[src/rtl/clint_pkg.sv]
// CLINT shared types: register offsets, bus FSM states, reset constants.
// Build option: CLINT_MSIP_EN enables the msip register.
package clint_pkg;

  localparam logic [15:0] MSIP_OFF     = 16'h0000;
  localparam logic [15:0] MTIMECMP_OFF = 16'h4000;
  localparam logic [15:0] MTIME_OFF    = 16'hBFF8;

  localparam logic [63:0] MTIMECMP_RST = 64'hFFFF_FFFF_FFFF_FFFF;

  typedef enum logic {
    IDLE,
    RESP
  } state_t;

  typedef enum logic [1:0] {
    SEL_NONE,
    SEL_MSIP,
    SEL_CMP,
    SEL_TIME
  } sel_t;

  function automatic sel_t decode(input logic [15:0] a);
    sel_t s;
    s = SEL_NONE;
    if (a[15:3] == MSIP_OFF[15:3])
      s = SEL_MSIP;
    else if (a[15:3] == MTIMECMP_OFF[15:3])
      s = SEL_CMP;
    else if (a[15:3] == MTIME_OFF[15:3])
      s = SEL_TIME;
    return s;
  endfunction

  function automatic logic [63:0] wmerge(
    input logic [63:0] old,
    input logic [63:0] wd,
    input logic [7:0]  st
  );
    logic [63:0] r;
    for (int i = 0; i < 8; i++)
      r[i*8 +: 8] = st[i] ? wd[i*8 +: 8]
                          : old[i*8 +: 8];
    return r;
  endfunction

endpackage

[src/rtl/clint_if.sv]
// CLINT request/response bus: valid/ready request, valid/ready response.
// Build option: CLINT_MSIP_EN (no effect on this interface).
interface clint_if;

  logic        req_valid;
  logic        req_ready;
  logic        req_we;
  logic [15:0] req_addr;
  logic [63:0] req_wdata;
  logic [7:0]  req_wstrb;
  logic        rsp_valid;
  logic        rsp_ready;
  logic [63:0] rsp_rdata;
  logic        rsp_err;

  modport master (
    output req_valid, req_we, req_addr,
    output req_wdata, req_wstrb, rsp_ready,
    input  req_ready, rsp_valid,
    input  rsp_rdata, rsp_err
  );

  modport slave (
    input  req_valid, req_we, req_addr,
    input  req_wdata, req_wstrb, rsp_ready,
    output req_ready, rsp_valid,
    output rsp_rdata, rsp_err
  );

endinterface

[src/rtl/clint_timer.sv]
// CLINT timer: prescaler, 64-bit mtime, mtimecmp and registered mtip.
// Build option: CLINT_MSIP_EN (no effect on this module).
module clint_timer
  import clint_pkg::*;
#(
  parameter int unsigned TICK_DIV = 1
) (
  input  logic        clk,
  input  logic        rst,
  input  logic        time_we,
  input  logic        cmp_we,
  input  logic [63:0] wdata,
  input  logic [7:0]  wstrb,
  output logic [63:0] mtime,
  output logic [63:0] mtimecmp,
  output logic        mtip
);

  logic [15:0] presc;
  logic        tick;

  assign tick = (presc == 16'(TICK_DIV - 1));

  // bus write to mtime beats the tick; prescaler keeps running
  always_ff @(posedge clk) begin
    if (rst) begin
      presc    <= '0;
      mtime    <= '0;
      mtimecmp <= MTIMECMP_RST;
      mtip     <= 1'b0;
    end else begin
      presc <= tick ? '0 : presc + 16'd1;
      if (time_we)
        mtime <= wmerge(mtime, wdata, wstrb);
      else if (tick)
        mtime <= mtime + 64'd1;
      if (cmp_we)
        mtimecmp <= wmerge(mtimecmp, wdata, wstrb);
      mtip <= (mtime >= mtimecmp);
    end
  end

endmodule

[src/rtl/clint_slave.sv]
// CLINT bus slave: two-state request/response FSM over clint_timer.
// Build option: CLINT_MSIP_EN enables the msip register at 0x0000.
module clint_slave
  import clint_pkg::*;
#(
  parameter int unsigned TICK_DIV = 1
) (
  input  logic   clk,
  input  logic   rst,
  clint_if.slave bus,
  output logic   mtip,
  output logic   msip
);

  state_t      state;
  sel_t        sel;
  logic        acc;
  logic        wr;
  logic        msip_q;
  logic [63:0] mtime;
  logic [63:0] mtimecmp;
  logic [63:0] rd_val;

  assign sel           = decode(bus.req_addr);
  assign bus.req_ready = (state == IDLE);
  assign bus.rsp_valid = (state == RESP);
  assign acc           = bus.req_valid && bus.req_ready;
  assign wr            = acc && bus.req_we;
  assign msip          = msip_q;

  clint_timer #(
    .TICK_DIV (TICK_DIV)
  ) u_timer (
    .clk      (clk),
    .rst      (rst),
    .time_we  (wr && (sel == SEL_TIME)),
    .cmp_we   (wr && (sel == SEL_CMP)),
    .wdata    (bus.req_wdata),
    .wstrb    (bus.req_wstrb),
    .mtime    (mtime),
    .mtimecmp (mtimecmp),
    .mtip     (mtip)
  );

`ifdef CLINT_MSIP_EN
  always_ff @(posedge clk) begin
    if (rst)
      msip_q <= 1'b0;
    else if (wr && (sel == SEL_MSIP) && bus.req_wstrb[0])
      msip_q <= bus.req_wdata[0];
  end
`else
  assign msip_q = 1'b0;
`endif

  always_comb begin
    rd_val = '0;
    unique case (1'b1)
      (sel == SEL_MSIP): rd_val = {63'd0, msip_q};
      (sel == SEL_CMP):  rd_val = mtimecmp;
      (sel == SEL_TIME): rd_val = mtime;
      default:           rd_val = '0;
    endcase
  end

  // response fields only change on accept, so they hold while stalled
  always_ff @(posedge clk) begin
    if (rst) begin
      state         <= IDLE;
      bus.rsp_rdata <= '0;
      bus.rsp_err   <= 1'b0;
    end else begin
      unique case (state)
        IDLE: begin
          if (acc) begin
            state         <= RESP;
            bus.rsp_err   <= (sel == SEL_NONE);
            bus.rsp_rdata <= bus.req_we ? '0 : rd_val;
          end
        end
        RESP: begin
          if (bus.rsp_ready)
            state <= IDLE;
        end
        default: state <= IDLE;
      endcase
    end
  end

endmodule

[src/flat_wrapper.sv]
// flat-port wrapper written by rule: the top's interface ports become plain ports
module clint_slave_flat import clint_pkg::*;
#(
  parameter int unsigned TICK_DIV = 1
)
  (clk, rst, mtip, msip, bus_req_valid, bus_req_we, bus_req_addr, bus_req_wdata, bus_req_wstrb, bus_rsp_ready, bus_req_ready, bus_rsp_valid, bus_rsp_rdata, bus_rsp_err);
  clint_if bus_i ();
  input  logic clk;
  input  logic rst;
  output logic mtip;
  output logic msip;
  input wire logic [$bits(bus_i.req_valid)-1:0] bus_req_valid;
  input wire logic [$bits(bus_i.req_we)-1:0] bus_req_we;
  input wire logic [$bits(bus_i.req_addr)-1:0] bus_req_addr;
  input wire logic [$bits(bus_i.req_wdata)-1:0] bus_req_wdata;
  input wire logic [$bits(bus_i.req_wstrb)-1:0] bus_req_wstrb;
  input wire logic [$bits(bus_i.rsp_ready)-1:0] bus_rsp_ready;
  output wire logic [$bits(bus_i.req_ready)-1:0] bus_req_ready;
  output wire logic [$bits(bus_i.rsp_valid)-1:0] bus_rsp_valid;
  output wire logic [$bits(bus_i.rsp_rdata)-1:0] bus_rsp_rdata;
  output wire logic [$bits(bus_i.rsp_err)-1:0] bus_rsp_err;
  assign bus_i.req_valid = bus_req_valid;
  assign bus_i.req_we = bus_req_we;
  assign bus_i.req_addr = bus_req_addr;
  assign bus_i.req_wdata = bus_req_wdata;
  assign bus_i.req_wstrb = bus_req_wstrb;
  assign bus_i.rsp_ready = bus_rsp_ready;
  assign bus_req_ready = bus_i.req_ready;
  assign bus_rsp_valid = bus_i.rsp_valid;
  assign bus_rsp_rdata = bus_i.rsp_rdata;
  assign bus_rsp_err = bus_i.rsp_err;
  clint_slave #(.TICK_DIV(TICK_DIV)) u_core (.clk(clk), .rst(rst), .bus(bus_i), .mtip(mtip), .msip(msip));
endmodule
[config.mk]
export PLATFORM = sky130hd
export DESIGN_NAME = clint_slave_flat
export DESIGN_NICKNAME = d
export VERILOG_FILES = /design/src/rtl/clint_pkg.sv /design/src/rtl/clint_if.sv /design/src/rtl/clint_timer.sv /design/src/rtl/clint_slave.sv /design/src/flat_wrapper.sv
export SDC_FILE = /design/constraint.sdc
export NUM_CORES = 1
export LEC_CHECK = 0
export CORE_MARGIN = 2
export CORE_UTILIZATION = 50
export DETAILED_ROUTE_END_ITERATION = 16
export PLACE_DENSITY = 0.85
export SETUP_SLACK_MARGIN = 0.2
export SLEW_MARGIN = 20
export SYNTH_ARGS = -nofsm -noshare
export SYNTH_HDL_FRONTEND = slang
export SYNTH_SLANG_ARGS = --single-unit
export TNS_END_PERCENT = 1
[constraint.sdc]
create_clock -name clk -period 2.48 [get_ports clk]
set_input_delay 0.372 -clock clk [delete_from_list [all_inputs] [get_ports clk]]
set_output_delay 0.372 -clock clk [all_outputs]
set_load 0.05 [all_outputs]
Word-level counts from Yosys, hierarchy flattened
Index checks and enable logic that the tools add are counted.
W data, S select, Z words.
{"block": "totals", "reg_bits": 211, "inputBits": 93, "out_inout_bits": 69, "word_cells": 81}
{"block": "op_classes", "addsub": 2, "order_cmp": 1, "n_eq_ne": 12, "mux": 18, "bitwise_logic": 1, "n_reduce_logical": 26}
{"cell": "$mux W64", "count": 3}
{"cell": "$pmux W64 S2", "count": 1}
{"cell": "$add A64 B1 Y64 const B", "count": 1}
{"cell": "$ge A64 B64 Y1", "count": 1}
{"cell": "$mux W8", "count": 8}
{"cell": "$reduce_and A2 Y1", "count": 17}
{"cell": "$add A16 B1 Y16 const B", "count": 1}
{"cell": "$logic_not A16 Y1", "count": 1}
{"cell": "$ne A2 B2 Y1 const B", "count": 8}
{"cell": "$eq A13 B12 Y1 const B", "count": 1}
{"cell": "$eq A13 B13 Y1 const B", "count": 1}
{"cell": "$logic_not A13 Y1", "count": 1}
{"cell": "$mux W2", "count": 3}
{"cell": "$eq A2 B2 Y1 const B", "count": 2}
{"cell": "$logic_and A1 B1 Y1", "count": 4}
{"cell": "$logic_not A2 Y1", "count": 1}
{"cell": "$mux W1", "count": 2}
{"cell": "$pmux W1 S2", "count": 1}
{"cell": "$reduce_bool A2 Y1", "count": 1}
{"cell": "$reduce_or A2 Y1", "count": 1}
{"cell": "$not A1 Y1", "count": 1}

Longest topological paths before layout
Gate-level depths: netlist of run 1.
{"block": "depth", "word_depth": 8, "mapped_depth": 12, "mapped_depth_nobuf": 8}

Cells and area by module
Synthesis of run 1 repeated with hierarchy kept, for this count alone.
{"block": "hier_totals", "hier_cells": 1457, "hier_area_um2": 11551.1}
{"mod": "clint_timer", "instances": 1, "cells_per_inst": 1141, "area_each_um2": 8735.9}
{"mod": "clint_slave", "instances": 1, "cells_per_inst": 316, "area_each_um2": 2815.2}

Worst setup path after synthesis of run 1
OpenSTA, ideal clock, no wires.
{"block": "synth_timing", "path_type": "reg2reg", "startpoint": "register u_core.u_timer.mtime[1]", "endpoint": "register u_core.u_timer.mtime[52]", "setup_time_ns": 0.116, "arrival_time_ns": 2.414, "required_ns": 2.364, "path_slack_ns": -0.050, "stages_incl_launch_ff": 8, "path_buffers": 0, "synth_period_minus_slack_ns": 2.530, "path_cell_list": "dfxtp_1 -> ha_1 -> nand3_1 -> or4_4 -> nor4_4 -> nand3_1 -> mux2_1 -> a31o_1"}
{"block": "synth_via", "elab_chain_len": 3}
{"item": "start, declared", "line": "clint_timer.sv:14", "rtl": "output logic [63:0] mtime,"}
{"item": "start signal, assigned", "line": "clint_timer.sv:34", "rtl": "mtime <= wmerge(mtime, wdata, wstrb);"}
{"item": "start signal, assigned", "line": "clint_timer.sv:36", "rtl": "mtime <= mtime + 64'd1;"}
{"item": "$add A64 B1 Y64", "line": "clint_timer.sv:36"}
{"item": "$mux W64", "line": "clint_timer.sv:35", "rtl": "else if (tick)"}
{"item": "$mux W64", "line": "clint_timer.sv:33", "rtl": "if (time_we)"}
No other way between the ends. The select of a mux whose other input is x is not followed.
A chain may end at the register's enable or synchronous reset.

Final worst setup path of run 1
{"block": "layout_timing", "startpoint": "register u_core.u_timer.mtime[1]", "endpoint": "register u_core.u_timer.mtime[57]"}
Same word-level chain as after synthesis.

==> summary.md, run 1 <==
| Metric | Value |
|---|---|
| Wire per inst | 18.9 um |
| Clock skew | about 0.020 ns |
| Gr ovfl total | 0 |
| Sequential-to-total area share from yosys stat | between 30% and 40% |
| First-pass GRT wire length | around 62000 um |
| Drt drc | 0 |
| Die area | approximately 25000 um^2 |
| CTS buffer count | 24 |
| Leak | between 7 and 8 nW |
| Crit path buf inv count | 4 |
| Critical path arrival | between 2 and 3 ns |
| HP Start | rst |
| RR Startpoint | u_core.u_timer.mtime[1] |
| CTS Hold Buffers Added | 0 |
| Gr usage total | roughly 31% |
| Mapped Nets | about 1700 |
| Core area | 23300 um^2 |
| DR iter-0 viols | approximately 1400 |
| Die Height | 158 um |
| Final Cycle Share | a little over nine tenths |
| Cell Area, Synth | 11800 um^2 |
| Clock Tree Root | clkbuf_16 |
| Status | finished, final reports clean |
| Number of global-route vias before repair | ~13000 |
| CP max FO | 6 |
| Top Ports | around 160 |
| Fin Setup TNS | 0 ns |
| EDFF count, synth | 0 |
| CP max stage cell | a2111oi_0 |
| Final Slew Violations | 0 |
| FF+latch area | 4240 um^2 |
| RSZ-0062 raised after global routing | true |
| CP Launch Type | flop |
| Synth Warn # | 0 |
| # diodes | 0 |
| IO buf count | roughly 160 |
| Initial Util | between 50% and 60% |
| Clock sinks | 211 |
| Layout net count | about 1900 |
| Final core utilization | between 60% and 70% |
| Share of cells above drive strength 1 | roughly 14% |
| Post-DP HPWL | between 20000 and 30000 um |
| Pwr dens | slightly below 500 nW/um^2 |
| Largest net degree at the start of global routing | around 120 |
| Initial DRT Pass Iterations | 7 |
| CP Capture Type | flop |
| # setup viols final | 0 |
| DR vias | around 13000 |
| Worst-path cell chain | buf_4 -> buf_4 -> nand2_1 -> nor4_2 -> nand4_1 -> buf_4 -> nor3_2 -> buf_4 -> a211oi_1 -> a2111oi_0 |
| Worst hold path type | input pin to flop |
| CTS tree | done |
| Syn avg cell area | between 7 and 8 um^2 |
| Tightest Pin Transition | between 0.6 and 0.7 ns |
| Antenna viol nets, final | 0 |
| Via density | ~6.2 |
| Area taken by multi-input logic gates | around 7100 um^2 |
| Post-Syn Instances | about 1500 |
| Site Rows | 56 |
| Setup crit start | u_core.u_timer.mtime[1] |
| Max Root-Sink Buffers | 3 |
| Crit-path most repeated cell | buf_4 |
| FMAX | around 410 MHz |
| MaxCap Viol Count | 0 |
| Filler cells | roughly 1900 |
| Peak VDD IR | 0.000531 V |
| Fin. Hold Viols | 0 |
| Post-route cell area | between 15000 and 20000 um^2 |
| Yosys reg bits | ~210 |
| Routed wire length | between 30000 and 40000 um |
| Synth cell types | 74 |
| Die Wd | 158 um |
| Worst EP required | between 2 and 3 ns |
| P&R area growth vs syn | 33.5% |
| Clk slew on worst S/H paths | approximately 0.07 ns |
| H-tree depth | 1 |
| Clock latency on the worst-skew pair | 0.53 ns |
| Slew headroom | between 50% and 60% |
| Tmin final | 2.45 ns |
| GP Congestion | 1.02 |
| CP Class | flop to flop |
| Cell Area, Placed | roughly 15000 um^2 |
| Delay-heaviest family, CP | simple AND/OR/NAND/NOR gates |
| Top_reg_cell synth | dfxtp_1 |
| Initial antenna violation count | 0 |
| Delay of the slowest critical-path stage | roughly 0.46 ns |
| Asr flop ratio synth | 0% |
==> sequential cells by signal, summed over array words and instances, names as in the netlist <==
| name | cells |
|---|---|
| u_core.bus.rsp_rdata | 64 |
| u_core.bus.rsp_err | 1 |
| u_core.bus.rsp_valid | 1 |
| u_core.u_timer.presc | 16 |
| u_core.u_timer.mtip | 1 |
| u_core.u_timer.mtime | 64 |
| u_core.u_timer.mtimecmp | 64 |
==> cells in the final DEF, fill, tap and decap left out, types with 65 or more instances in the layout <==
| master | n |
|---|---|
| nand2_1 | 148 |
| buf_4 | 138 |
| clkdlybuf4s50_1 | 155 |
| nor2_1 | 137 |
| a21oi_1 | 65 |
| nand3_1 | 183 |
| ha_1 | 66 |
| dfxtp_1 | 206 |
| inv_1 | 84 |
| a22oi_1 | 72 |
==> metal layers <==
metal,wire length (um),global-route usage (%)
met5,0,0
met1,15600,38.9
met2,18500,51.6
met3,3670,5.17
met4,1770,14.3
==> worst paths after layout <==
check / cells after the start / slack [ns] / end
hold reg to reg: 2 / 0.46 / u_core.bus.rsp_err
hold / removal: 6 / 0.36 / u_core.u_timer.mtip
setup reg to reg: 10 / 0.03 / u_core.u_timer.mtime[57]
setup / recovery: 10 / 0.03 / u_core.u_timer.mtime[57]
==> power breakdown <==
part / switching (mW) / internal, mW
sequential: 0.00914 / 3.40
combinational: 0.266 / 0.201
clock: 1.49 / 2.33
total: 1.77 / 5.92
==> kinds of logic (layout without fill, tap and decap cells) <==
logic type	count (synthesis)	count (layout)	share of synthesized area [%]
simple gates	654	654	27.0
compound gates	381	381	22.6
flops	211	211	35.7
buf+inv	184	439	5.98
fa+ha+maj	67	67	7.08
xor+xnor	16	16	1.18
mux	5	5	0.444
other cells	1	1	0.0317
==> metrics by stage <==
step / total power [mW] / cells / hold WS, ns / setup slack (ns)
floorplan: 3.64 / 1519 / 0.441 / 0.182
global placement: 3.92 / 2043 / 0.450 / -0.223
detailed placement: 3.93 / 2043 / 0.456 / -0.266
CTS: 7.69 / 2093 / 0.348 / 0.0352
global route: 7.87 / 2093 / 0.371 / -0.0148
finish: 7.69 / 2093 / 0.364 / 0.0332
==> cell type report <==
class / count / share of cell area, %
multi-input cells: 1124 / 45.2
flip-flops and latches: 211 / 26.8
repair buffers: 310 / 18.1
clock buffers: 34 / 4.55
well taps: 319 / 2.52
inverters: 85 / 2.02
clock inverters: 10 / 0.823
==> Yosys cell counts, types with 4 or more instances <==
library cell  count  area (um^2)
o31ai_1           5         37.5
a31oi_1          14         87.6
o32ai_1          10         87.6
and4_1           11         96.3
a41oi_1           4         35.0
and2_1            8         50.1
nor2_1          143          537
clkbuf_1         80          300
a211oi_1         17          128
or3_1             9         56.3
ha_1             67          838
nor4b_1           4         35.0
o211ai_1          8         60.1
or2_2             6         37.5
o21ai_0          59          295
a21o_1           20          150
dfxtp_1         211         4220
buf_1             9         33.8
a22oi_1          72          541
or4_1             5         37.5
and3_1           34          213
nand4_1          33          206
o22ai_1           4         25.0
xnor2_1           7         61.3
o41ai_1           8         70.1
a22o_1           55          482
nor3_1           26          130
nor3b_1           4         30.0
xor2_1            9         78.8
o221ai_1          7         61.3
o21ai_1           4         20.0
inv_1            84          315
nor4_1           15         93.8
nand3_1         185          926
a21oi_1          67          335
nand2_1         153          574
buf_2             8         40.0
==> timing repair <==
item                                    4_1_cts  5_1_grt
pin swaps                                     5       17
endpoints found under the setup margin       40       64
gates cloned                                  1        0
setup buffers                                 5        0
gates resized for setup                       9       39
==> worst reg2reg max path, stage by stage, from the launching register on <==
cell,delay (ns)
dfxtp_4,0.36
buf_4,0.10
buf_4,0.13
nand2_1,0.13
nor4_2,0.38
nand4_1,0.15
buf_4,0.19
nor3_2,0.17
buf_4,0.16
a211oi_1,0.08
a2111oi_0,0.46
Power figures use the tool's default switching activity.
==> run 2, diff against run 1 <==
CAP_MARGIN = 10   (was default)
CELL_PAD_IN_SITES_DETAIL_PLACEMENT = 1   (was default)
CELL_PAD_IN_SITES_GLOBAL_PLACEMENT = 1   (was default)
CORE_UTILIZATION = 37   (was 50)
==> summary.md, run 2 (synthesis results as in run 1) <==
| Metric | Value |
|---|---|
| Status | finished, final reports clean |
| CP Launch Type | flop |
| Final Slew Violations | 0 (unchanged) |
| Top Ports | 162 (unchanged) |
| Tightest Pin Transition | 0.619 ns (+0.00679 ns) |
| Drt drc | 0 (unchanged) |
| FMAX | 416 MHz (+1.7%) |
| Clk slew on worst S/H paths | 0.07 ns (about the same) |
| Layout net count | 1948 (+1.7%) |
| Top Registers | u_core.bus.rsp_rdata: 64 flops, u_core.u_timer.mtime: 64 flops, u_core.u_timer.mtimecmp: 64 flops |
| Site Rows | 65 (+16%) |
| Peak VDD IR | 0.000446 V (-16%) |
| Met1 wire length | 19500 um (+25%) |
| Worst hold path type | input pin to flop |
| Slew headroom | 58.7% (-0.45 points) |
| Filler cells | 3796 (+100%) |
| CTS tree | done |
| Wire per inst | 21.4 um (+13%) |
| HP Start | rst |
| RSZ-0062 raised after global routing | true |
| Clock latency on the worst-skew pair | 0.55 ns (+0.02 ns) |
| Via density | 6.06 (-2.7%) |
| CP max FO | 4 (-2) |
| Final core utilization | 51.2% (-17 points) |
| Post-route cell area | 16200 um^2 (+2.2%) |
| Clock sinks | 211 (unchanged) |
| H-tree depth | 1 (unchanged) |
| Antenna viol nets, final | 0 (unchanged) |
| Worst EP required | 2.90 ns (+0.03 ns) |
| Gr usage total | 27.4% (-3.5 points) |
| DR WL met2 | 22600 um (+22%) |
| First-pass GRT wire length | 74200 um (+19%) |
| Largest net degree at the start of global routing | 123 (unchanged) |
| CTS buffer count | 26 (+8.3%) |
| Core area | 31600 um^2 (+35%) |
| Leak | 7.17 nW (+2.3%) |
| # diodes | 0 (unchanged) |
| Die Wd | 183 um (+16%) |
| DR iter-0 viols | 1005 (-29%) |
| IO buf count | 157 (unchanged) |
| CP Class | flop to flop |
| MaxCap Viol Count | 0 (unchanged) |
| Share of cells above drive strength 1 | 16.0% (+1.5 points) |
| Initial DRT Pass Iterations | 5 (-2) |
| Reg-to-reg endpoint | u_core.u_timer.mtime[62] |
| Cell Area, Placed | 15000 um^2 (+2.1%) |
| P&R area growth vs syn | 36.4% |
| Die area | 33500 um^2 (+34%) |
| WHS Endpoint | u_core.u_timer.mtimecmp[7] |
| Initial Util | 37.5% (-13 points) |
| Pre-CTS setup slack | -0.395 ns (-0.129 ns) |
| RR Startpoint | u_core.u_timer.mtime[0] |
| Max Root-Sink Buffers | 3 (unchanged) |
| Post-DP HPWL | 33600 um (+19%) |
| Fin Setup TNS | 0 ns (unchanged) |
| Number of global-route vias before repair | 14000 (+12%) |
| Clock Tree Root | clkbuf_16 |
| Die Height | 183 um (+16%) |
| Clock skew | 0.0161 ns (-0.00342 ns) |
| Pwr dens | 477 nW/um^2 (-2.0%) |
| Critical path arrival | 2.82 ns (-0.02 ns) |
| Hold path cells | 4 (-2) |
| Routed wire length | 47300 um (+20%) |
| Fin. Hold Viols | 0 (unchanged) |
| Commonest cells after routing, fill and taps aside | dfxtp_1, nand3_1, buf_4 |
| GP Congestion | 0.918 (-10%) |
| Final Cycle Share | 97.0% (-1.7 points) |
| PnR Total Power | 7.70 mW (+0.17%) |
| DR vias | 13400 (+2.7%) |
| Reg2reg setup slack | 0.07 ns (+0.04 ns) |
| Fin worst setup slack | 0.0748 ns (+0.0416 ns) |
| FF-to-FF path depth | 9 (-1) |
| Gr ovfl total | 0 (unchanged) |
| Tmin final | 2.41 ns (-0.0416 ns) |
| Leading cell type in the layout, fill and taps excluded | dfxtp_1 |
| Metal3 WL | 3070 um (-16%) |
| Top Metal Used | met5 |
| Initial antenna violation count | 1 (+1) |
| CP Capture Type | flop |
| # setup viols final | 0 (unchanged) |
==> run 2: worst max-delay path by stage <==
stage / startpoint / end / slack, ns / cells after the start
6_report: u_core.u_timer.mtime[0] / u_core.u_timer.mtime[62] / 0.07 / 9
5_1_grt: u_core.u_timer.mtime[0] / u_core.u_timer.mtip / 0.01 / 11
4_1_cts: u_core.u_timer.mtime[0] / u_core.u_timer.mtime[36] / -0.01 / 9
3_5_place_dp: bus_req_addr[6] / u_core.u_timer.mtime[20] / -0.40 / 9
3_3_place_gp: bus_req_addr[6] / u_core.u_timer.mtime[16] / -0.32 / 9
2_1_floorplan: u_core.u_timer.mtime[1] / u_core.u_timer.mtime[52] / 0.18 / 7
==> run 2: layout make-up <==
cell class	count	area, um^2	share of cell area, %
Multi-Input combinational cell	1124	7160	44.3
Clock inverter	9	50.0	0.310
Inverter	85	319	1.97
Tap cell	402	503	3.11
Sequential cell	211	4240	26.2
Timing Repair Buffer	340	3080	19.1
Clock buffer	39	812	5.03
==> run 2: layer usage <==
| layer | global-route usage [%] | vias to the layer above |
|---|---|---|
| met3 | 4.39 | 154 |
| met5 | 0 | - |
| met1 | 33.9 | 6595 |
| met4 | 13.1 | 2 |
| met2 | 46.5 | 520 |
| li1 | - | 6122 |
==> run 2: timing repair <==
item / CTS / global route
setup endpoints to repair: 49 / 93
hold endpoints to repair: 0 / 0
resized for setup: 31 / 9
pin swaps: 27 / 6
hold buffers: 0 / 0
setup buffers: 7 / 4
==> run 2: power breakdown <==
group / internal, mW / switching (mW) / total (mW)
Combinational: 0.204 / 0.279 / 0.483
Sequential: 3.40 / 0.00766 / 3.40
Clock: 2.25 / 1.57 / 3.82
Total: 5.85 / 1.85 / 7.70
==> run 2: worst max-delay path: stages, from the launching register on <==
cell and delay, ns:
dfxtp_4 0.37, ha_4 0.14, nand3_4 0.08, or4_4 0.55, nor4_4 0.14, buf_4 0.20
nand4_1 0.20, buf_4 0.21, nor4_2 0.29, o2bb2ai_2 0.10
==> run 2: stage by stage <==
stage,std cells,hold slack (ns)
2_1_floorplan,1519,0.441
3_3_place_gp,2151,0.447
3_5_place_dp,2151,0.454
4_1_cts,2206,0.305
5_1_grt,2210,0.337
6_report,2210,0.314
==> run 3, diff against run 2 <==
CAP_MARGIN = 20   (was 10)
==> results of run 3 <==
No change in the layout: final DEF, timing and power equal those of run 2.
